File: config.mk
export PLATFORM = sky130hd
export DESIGN_NAME = avm_single_read
export DESIGN_NICKNAME = d
export VERILOG_FILES = /design/src/rtl/sysid_pkg.sv /design/src/rtl/sysid_checker_avm_single_read.sv
export SDC_FILE = /design/constraint.sdc
export NUM_CORES = 1
export LEC_CHECK = 0
export CAP_MARGIN = 20
export CORE_ASPECT_RATIO = 0.7
export CORE_MARGIN = 10
export CORE_UTILIZATION = 34
export CTS_CLUSTER_SIZE = 28
export DETAILED_ROUTE_END_ITERATION = 16
export PLACE_DENSITY = 0.79
export SLEW_MARGIN = 20
export SYNTH_ARGS = -nofsm -noshare
export SYNTH_HDL_FRONTEND = slang
export SYNTH_SLANG_ARGS = --single-unit
File: constraint.sdc
create_clock -name clk -period 1.9 [get_ports clk]
set_input_delay 0.475 -clock clk [delete_from_list [all_inputs] [get_ports clk]]
set_output_delay 0.475 -clock clk [all_outputs]
set_load 0.05 [all_outputs]
File: src/rtl/sysid_pkg.sv
// Shared constants, FSM state encoding and pass/fail helper for the system-ID checker.
package sysid_pkg;

    // Word addresses inside the system-ID slave
    localparam int unsigned SYSID_ADDR_ID = 0;
    localparam int unsigned SYSID_ADDR_TS = 1;

    // Values baked into the matching software build
    localparam logic [31:0] SYSID_EXP_ID = 32'd40899754;
    localparam logic [31:0] SYSID_EXP_TS = 32'd1242736836;

    // Checker FSM states; fixed 3-bit encoding so external logic can probe it
    typedef enum logic [2:0] {
        IDLE   = 3'd0,
        RD_ID  = 3'd1,
        LAT_ID = 3'd2,
        RD_TS  = 3'd3,
        LAT_TS = 3'd4,
        FIN    = 3'd5
    } sysid_state_e;

    // Final verdict: a timestamp mismatch only counts when check_ts is set
    function automatic logic sysid_pass(input logic err_id,
                                        input logic err_ts,
                                        input logic err_timeout,
                                        input logic check_ts);
        return ~err_id & ~(check_ts & err_ts) & ~err_timeout;
    endfunction

endpackage

File: src/rtl/sysid_checker_avm_single_read.sv
// Single Avalon-MM read engine: drives read/address while requested, tracks
// waitrequest stalls against a timeout and counts the fixed read latency.
module avm_single_read
    import sysid_pkg::*;
#(
    parameter int ADDR_W       = 1,
    parameter int READ_LATENCY = 0,
    parameter int TIMEOUT_CYC  = 255
) (
    input  logic              clk,
    input  logic              reset,
    input  logic              req,             // owner is in a read-request state
    input  logic              lat,             // owner is waiting out read latency
    input  logic [ADDR_W-1:0] addr,
    output logic [ADDR_W-1:0] avm_address,
    output logic              avm_read,
    input  logic              avm_waitrequest,
    input  logic [31:0]       avm_readdata,
    output logic              accept,          // read accepted by the slave this cycle
    output logic              rdata_valid,     // rdata is the requested word this cycle
    output logic              timeout,         // stall limit reached this cycle
    output logic [31:0]       rdata
);

    // Last count values before the respective event fires
    localparam logic [15:0] TO_LAST  = 16'(TIMEOUT_CYC - 1);
    localparam logic [2:0]  LAT_LAST = 3'((READ_LATENCY == 0) ? 0 : READ_LATENCY - 1);

    logic [15:0] to_cnt_q, to_cnt_d;
    logic [2:0]  lat_cnt_q, lat_cnt_d;

    // Bus drive, handshake decode and counter next-state
    always_comb begin
        avm_read    = req;
        avm_address = addr;
        rdata       = avm_readdata;
        accept      = req & ~avm_waitrequest;
        timeout     = req & avm_waitrequest & (to_cnt_q == TO_LAST);
        // With zero latency the data rides on the accept cycle itself
        rdata_valid = (READ_LATENCY == 0) ? accept
                                          : (lat & (lat_cnt_q == LAT_LAST));

        // Stall counter restarts from zero every time a request phase begins
        to_cnt_d = '0;
        if (req & avm_waitrequest) begin
            to_cnt_d = to_cnt_q + 16'd1;
        end

        // Latency counter runs only while the owner sits in a latency state
        lat_cnt_d = '0;
        if (lat) begin
            lat_cnt_d = lat_cnt_q + 3'd1;
        end
    end

    // Counter registers
    always_ff @(posedge clk) begin
        if (reset) begin
            to_cnt_q  <= '0;
            lat_cnt_q <= '0;
        end else begin
            to_cnt_q  <= to_cnt_d;
            lat_cnt_q <= lat_cnt_d;
        end
    end

endmodule

==> impl_metrics.py, run 1 <==
metrics = {
    "outcome": {
        "outcome": "complete, but fails checks",
        "violations": "negative setup slack",
    },
    "yosys": {
        "yosysTopAreaCell": "dfxtp_1",
        "netlist_area_um2": 1050,
        "synthCells": 124,
        "syn_area_per_cell_um2": 8.45,
        "synth_edf_count": 0,
        "ys_async_sr_fraction_pct": 0,
        "syn_nets": 164,
        "yosysTopAreaCellShare_pct": 30.6,
        "yosysWarnings": 0,
        "yosysSeqAreaShare_pct": 30.6,
        "synthFlopType": "dfxtp_1",
        "synthTopCellsByArea": "dfxtp_1, buf_4, a21oi_1",
        "yosysUniqueCellTypes": 28,
        "ys_seq_elements": 16,
    },
    "timing": {
        "slew_viol_final": 0,
        "clock_skew_ns": 0.00203,
        "worst_hold_slack_ns": 0.486,
        "hold_violations": 0,
        "max_freq_mhz": 522,
        "tightest_slew_ns": 0.376,
        "max_slew_margin_pct": 74.9,
        "fin_crit_sh_pct": 101,
        "worst_slack_ns": -0.0163,
        "finalSetupTns_ns": -0.0163,
        "finalCriticalPeriod_ns": 1.92,
        "setup-violations-final": 1,
        "rsz0062_at_grt": "true",
    },
    "setup_path": {
        "crit_slowest_cell": "dfxtp_2",
        "rrSetupSlack_ns": 0.23,
        "crit_chain": "inv_2 -> ha_4 -> nor4b_4 -> nand4_1 -> nor3_2 -> buf_12",
        "criticalPathCategory": "reg -> out",
        "critPathCaptureType": "primary output",
        "slowest_delay_ns": 0.33,
        "crit_fanout": 2,
        "worstSetupStartpointType": "register",
        "cp.buffers_inverters": 2,
        "critPathTopFamily": "simple AND/OR/NAND/NOR gates",
        "arrival_ns": 1.44,
        "crit_required_ns": 1.42,
    },
    "grt": {
        "grt_pass1_wl_mm": 3.35,
        "grt_overflow": 0,
        "antenna_found_initial": 0,
        "grt_pass1_vias": 742,
        "grt_max_degree": 14,
        "grtUsageTotal_pct": 7.09,
    },
    "clock_network": {
        "cts_tree": "built",
        "clock_path_buffers": 2,
        "clock_sinks": 16,
        "numCtsBuffers": 3,
        "cts.clk_slew.worst_paths_ns": 0.06,
        "cts_root_buf": "clkbuf_8",
        "insertion_delay_ns": 0.25,
        "h-tree-depth": 1,
    },
    "floorplan": {
        "die_y_um": 66.4,
        "core-area_um2": 2860,
        "pin_count": 75,
        "die_x_um": 86.3,
        "die_area_um2": 5740,
        "start_util_pct": 36.6,
        "placementRows": 16,
    },
    "detailed_routing": {
        "wl_mm": 1.96,
        "drt_iter0_drc": 63,
        "postRouteAntennaNets": 0,
        "avgRoutedWirePerCell_um": 14.0,
        "first_pass_iters": 4,
        "drc": 0,
        "vias_per_cell": 5.33,
        "dr_total_vias": 746,
    },
    "power": {
        "p_leak_nw": 0.340,
        "max-vdd-ir-drop_mv": 0.338,
        "p_per_area_nw_per_um2": 658,
    },
    "layout": {
        "area.growth.synth_to_final_pct": 0.478,
        "top_regs": "to_cnt_q: 16 flops",
        "fin_nets": 145,
        "largest_reg_flops": 16,
        "top_register": "to_cnt_q",
        "drive_above_1_share_pct": 22.1,
        "antenna_cells": 0,
    },
    "worst_hold_path": {
        "hp-class": "reg -> reg",
    },
    "placed_design": {
        "dpl_worst_slack_ns": -0.255,
        "dp_hpwl_mm": 1.41,
        "finalWeightedCongestion": 0.815,
        "portBuffers": 7,
    },
    "job": {
        "maxCapViolCount": 0,
    },
}
==> through the flow <==
step	power [mW]	instances	instance area, µm²	utilization (%)
floorplan	0.558	124	1050	-
global placement	0.395	134	955	33.3
detailed placement	0.396	134	955	33.3
CTS	0.699	140	1050	36.8
global route	0.718	140	1050	36.8
finish	0.692	140	1050	36.8
==> where the power goes <==
part	leakage (nW)	internal (mW)	switching [mW]	total (mW)
registers	0.130	0.337	0.000974	0.338
clock network	0.0288	0.184	0.117	0.301
logic	0.181	0.0258	0.0275	0.0533
==> path summary, 6_finish.rpt <==
check             cells past startpoint      endpoint         start
setup / recovery                      6       timeout   to_cnt_q[0]
hold / removal                        2  to_cnt_q[15]  to_cnt_q[15]
setup reg to reg                      5  to_cnt_q[12]   to_cnt_q[1]
hold reg to reg                       2  to_cnt_q[15]  to_cnt_q[15]
==> placed cells by master (no fill, tap or decap), drive strengths merged <==
cell | synthesis | final
and3b | 1 | 1
nand2b | 3 | 3
clkdlybuf4s50 | 0 | 1
ha | 2 | 2
nor3 | 2 | 2
o21ai | 4 | 4
nand4 | 4 | 4
xor2 | 1 | 1
a21oi | 8 | 8
or4 | 4 | 4
and3 | 1 | 1
o31ai | 4 | 4
nor4b | 1 | 1
nand3b | 1 | 1
nor2 | 5 | 5
xnor2 | 2 | 2
dlygate4sd2 | 0 | 2
or3 | 3 | 3
buf | 37 | 10
nor4 | 3 | 3
inv | 4 | 4
nand2 | 6 | 6
nand3 | 6 | 6
nor2b | 1 | 1
and4 | 2 | 2
mux2i | 3 | 3
clkbuf | 0 | 4
dfxtp | 16 | 16
==> Yosys cell counts, drive strengths merged (2+ instances only) <==
| library cell | instances |
|---|---|
| buf | 37 |
| dfxtp | 16 |
| a21oi | 8 |
| nand2 | 6 |
| nand3 | 6 |
| nor2 | 5 |
| inv | 4 |
| nand4 | 4 |
| o21ai | 4 |
| o31ai | 4 |
| or4 | 4 |
| mux2i | 3 |
| nand2b | 3 |
| nor4 | 3 |
| or3 | 3 |
| and4 | 2 |
| ha | 2 |
| nor3 | 2 |
| xnor2 | 2 |
==> tightest hold or removal path, stage by stage (launching register included) <==
cell and delay, ns:
dfxtp_1 0.32, nand2_1 0.06, mux2i_1 0.06
==> what timing repair did <==
| item | 4_1_cts | 5_1_grt |
|---|---|---|
| endpoints found under the setup margin | 3 | 1 |
| gates resized for setup | 9 | 0 |
| buffers inserted | 2 | 0 |
| pin swaps | 4 | 1 |
| hold buffers | 0 | 0 |
==> final cells by class <==
class | count | area, µm²
fillers | 277 | 1810
multi-input cells | 67 | 462
flip-flops and latches | 16 | 323
repair buffers | 13 | 153
clock buffers | 4 | 55.1
well taps | 36 | 45.0
inverters | 4 | 15.0
==> per-layer routing <==
layer  vias to the layer above  routed length, µm  track usage (%)
met5                         -                  0                0
met4                         0                 53             4.23
met2                        31                912             11.6
met1                       339                811             7.12
li1                        362                  -                -
met3                        14                178             3.69
==> logic make-up after synthesis <==
kind of cell	count (synthesis)	synth area share, %
buffers and inverters	41	28.7
muxes	3	2.87
DFF	16	30.6
AOI/OAI and AO/OA	16	8.60
xor gates and xnor gates	3	2.51
and+or+nand+nor	43	24.4
adders and majority gates	2	2.39
(Power assumes the default switching activity.)
==> inputs of run 2 (changes only) <==
--- a/config.mk
+++ b/config.mk
@@ -5,13 +5,12 @@
 export SDC_FILE = /design/constraint.sdc
 export NUM_CORES = 1
 export LEC_CHECK = 0
-export CAP_MARGIN = 20
 export CORE_ASPECT_RATIO = 0.7
 export CORE_MARGIN = 10
-export CORE_UTILIZATION = 34
+export CORE_UTILIZATION = 37
 export CTS_CLUSTER_SIZE = 28
 export DETAILED_ROUTE_END_ITERATION = 16
-export PLACE_DENSITY = 0.79
+export PLACE_DENSITY = 0.85
 export SLEW_MARGIN = 20
 export SYNTH_ARGS = -nofsm -noshare
 export SYNTH_HDL_FRONTEND = slang
==> constraint.sdc (replaced) <==
create_clock -name clk -period 2.24 [get_ports clk]
set_input_delay 0.448 -clock clk [delete_from_list [all_inputs] [get_ports clk]]
set_output_delay 0.448 -clock clk [all_outputs]
set_load 0.05 [all_outputs]
==> run 2 against run 1 <==
The run now ends clean. Total power down 16%. Die area down 6.0%. Utilization down 0.85 points. Clock power down 16%. Design area down 6.4%. Largest power group unchanged. Count of clock-buffer cells in the layout unchanged. Global-route usage about the same.
==> impl_metrics.py, run 2 (synthesis gave the netlist of run 1 again) <==
metrics = {
    "floorplan": {
        "placementRows": 16,
        "pin_count": 75,
        "die_y_um": 64.5,
        "start_util_pct": 38.2,
        "die_x_um": 83.6,
        "die_area_um2": 5390,
        "core-area_um2": 2740,
    },
    "setup_path": {
        "worstSetupStartpoint": "avm_waitrequest",
        "crit_fanout": 4,
        "criticalPathCategory": "in -> out",
        "slowest_delay_ns": 0.51,
        "crit_chain": "clkdlybuf4s50_1 -> and4_1 -> nand4_1 -> nor3_2 -> buf_12",
        "arrival_ns": 1.67,
        "worstSetupStartpointType": "primary input",
        "r2r_start": "to_cnt_q[0]",
        "crit_slowest_cell": "clkdlybuf4s50_1",
        "crit_required_ns": 1.79,
        "critPathCaptureType": "primary output",
    },
    "clock_network": {
        "clock_path_buffers": 2,
        "h-tree-depth": 1,
        "insertion_delay_ns": 0.24,
        "cts.clk_slew.worst_paths_ns": 0.06,
        "numCtsBuffers": 3,
        "cts_root_buf": "clkbuf_8",
        "cts_tree": "built",
        "postCtsSetupBuffers": 0,
        "cts_hold_buf": 0,
        "clock_sinks": 16,
        "cts_resized": 0,
    },
    "power": {
        "p_per_area_nw_per_um2": 590,
        "max-vdd-ir-drop_mv": 0.379,
        "p_total_mw": 0.581,
        "p_leak_nw": 0.306,
    },
    "grt": {
        "grt_max_degree": 14,
        "grt_pass1_wl_mm": 3.23,
        "grt_overflow": 0,
        "grt_pass1_vias": 696,
        "antenna_found_initial": 0,
        "grtUsageTotal_pct": 7.12,
    },
    "worst_hold_path": {
        "hp-start": "to_cnt_q[15]",
        "hp-class": "reg -> reg",
    },
    "layout": {
        "fin_cells": 135,
        "largest_reg_flops": 16,
        "top_regs": "to_cnt_q: 16 flops",
        "final_cell_area_um2": 985,
        "fin_util_pct": 35.9,
        "antenna_cells": 0,
        "drive_above_1_share_pct": 12.1,
        "most-common-layout-cells": "dfxtp_1, a21oi_1, nand2_1, nand3_1, nor2_1",
        "top_register": "to_cnt_q",
        "fill_cells": 260,
        "area.growth.synth_to_final_pct": -5.97,
        "final_common_cell": "dfxtp_1",
        "fin_nets": 140,
    },
    "timing": {
        "fin_crit_sh_pct": 94.6,
        "tightest_slew_ns": 0.524,
        "slew_viol_final": 0,
        "worst_slack_ns": 0.122,
        "worst_hold_slack_ns": 0.478,
        "rsz0062_at_grt": "false",
        "finalSetupTns_ns": 0,
        "setup-violations-final": 0,
        "max_slew_margin_pct": 64.9,
        "hold_violations": 0,
        "max_freq_mhz": 472,
        "clock_skew_ns": 0.00105,
        "finalCriticalPeriod_ns": 2.12,
    },
    "detailed_routing": {
        "vias_per_cell": 5.37,
        "dr_total_vias": 725,
        "drc": 0,
        "postRouteAntennaNets": 0,
        "drt_iter0_drc": 32,
        "first_pass_iters": 4,
        "wl_mm": 1.95,
        "avgRoutedWirePerCell_um": 14.4,
    },
    "placed_design": {
        "finalWeightedCongestion": 0.844,
        "dpl_cell_area_um2": 930,
        "dpl_worst_slack_ns": 0.104,
        "portBuffers": 7,
        "placed_cells": 131,
        "dp_hpwl_mm": 1.55,
    },
    "job": {
        "maxCapViolCount": 0,
    },
    "outcome": {
        "outcome": "finished clean",
    },
}
==> run 2: cell types whose count changed in the layout (fill, tap and decap cells not counted), sizes merged <==
cell / previous run / this run
buf: 10 / 5
clkdlybuf4s50: 1 / 3
dlygate4sd2: 2 / 0
==> run 2: area by class of cell <==
type / count / area, µm² / share of cell area, %
Sequential cell: 16 / 320 / 32.5
Timing Repair Buffer: 8 / 118 / 11.9
Multi-Input combinational cell: 67 / 432 / 43.8
Clock buffer: 4 / 55.1 / 5.59
Tap cell: 36 / 45.0 / 4.57
Inverter: 4 / 15.0 / 1.52
==> run 2: worst max-delay path, delay by kind of cell <==
kind / cells / cell delay (ns)
buffers and inverters: 2 / 0.68
and+or+nand+nor: 3 / 0.54
==> run 2: power by group <==
group / switching [mW] / leakage [nW] / internal [mW]
clock network: 0.0987 / 0.0288 / 0.156
logic: 0.0209 / 0.149 / 0.0189
registers: 0.00108 / 0.129 / 0.285
==> run 2: routing by layer <==
layer / wire [µm] / vias to the layer above / track usage [%]
met1: 735 / 328 / 6.66
met4: 65 / 0 / 2.50
met3: 220 / 16 / 5.87
met5: 0 / - / 0
met2: 926 / 27 / 11.5
li1: - / 354 / -
==> run 2: path summary, 6_finish.rpt <==
path | depth (start not counted) | slack (ns) | endpoint
setup / recovery | 5 | 0.12 | timeout
setup reg to reg | 4 | 0.62 | to_cnt_q[10]
hold / removal | 2 | 0.48 | to_cnt_q[15]
hold reg to reg | 2 | 0.48 | to_cnt_q[15]
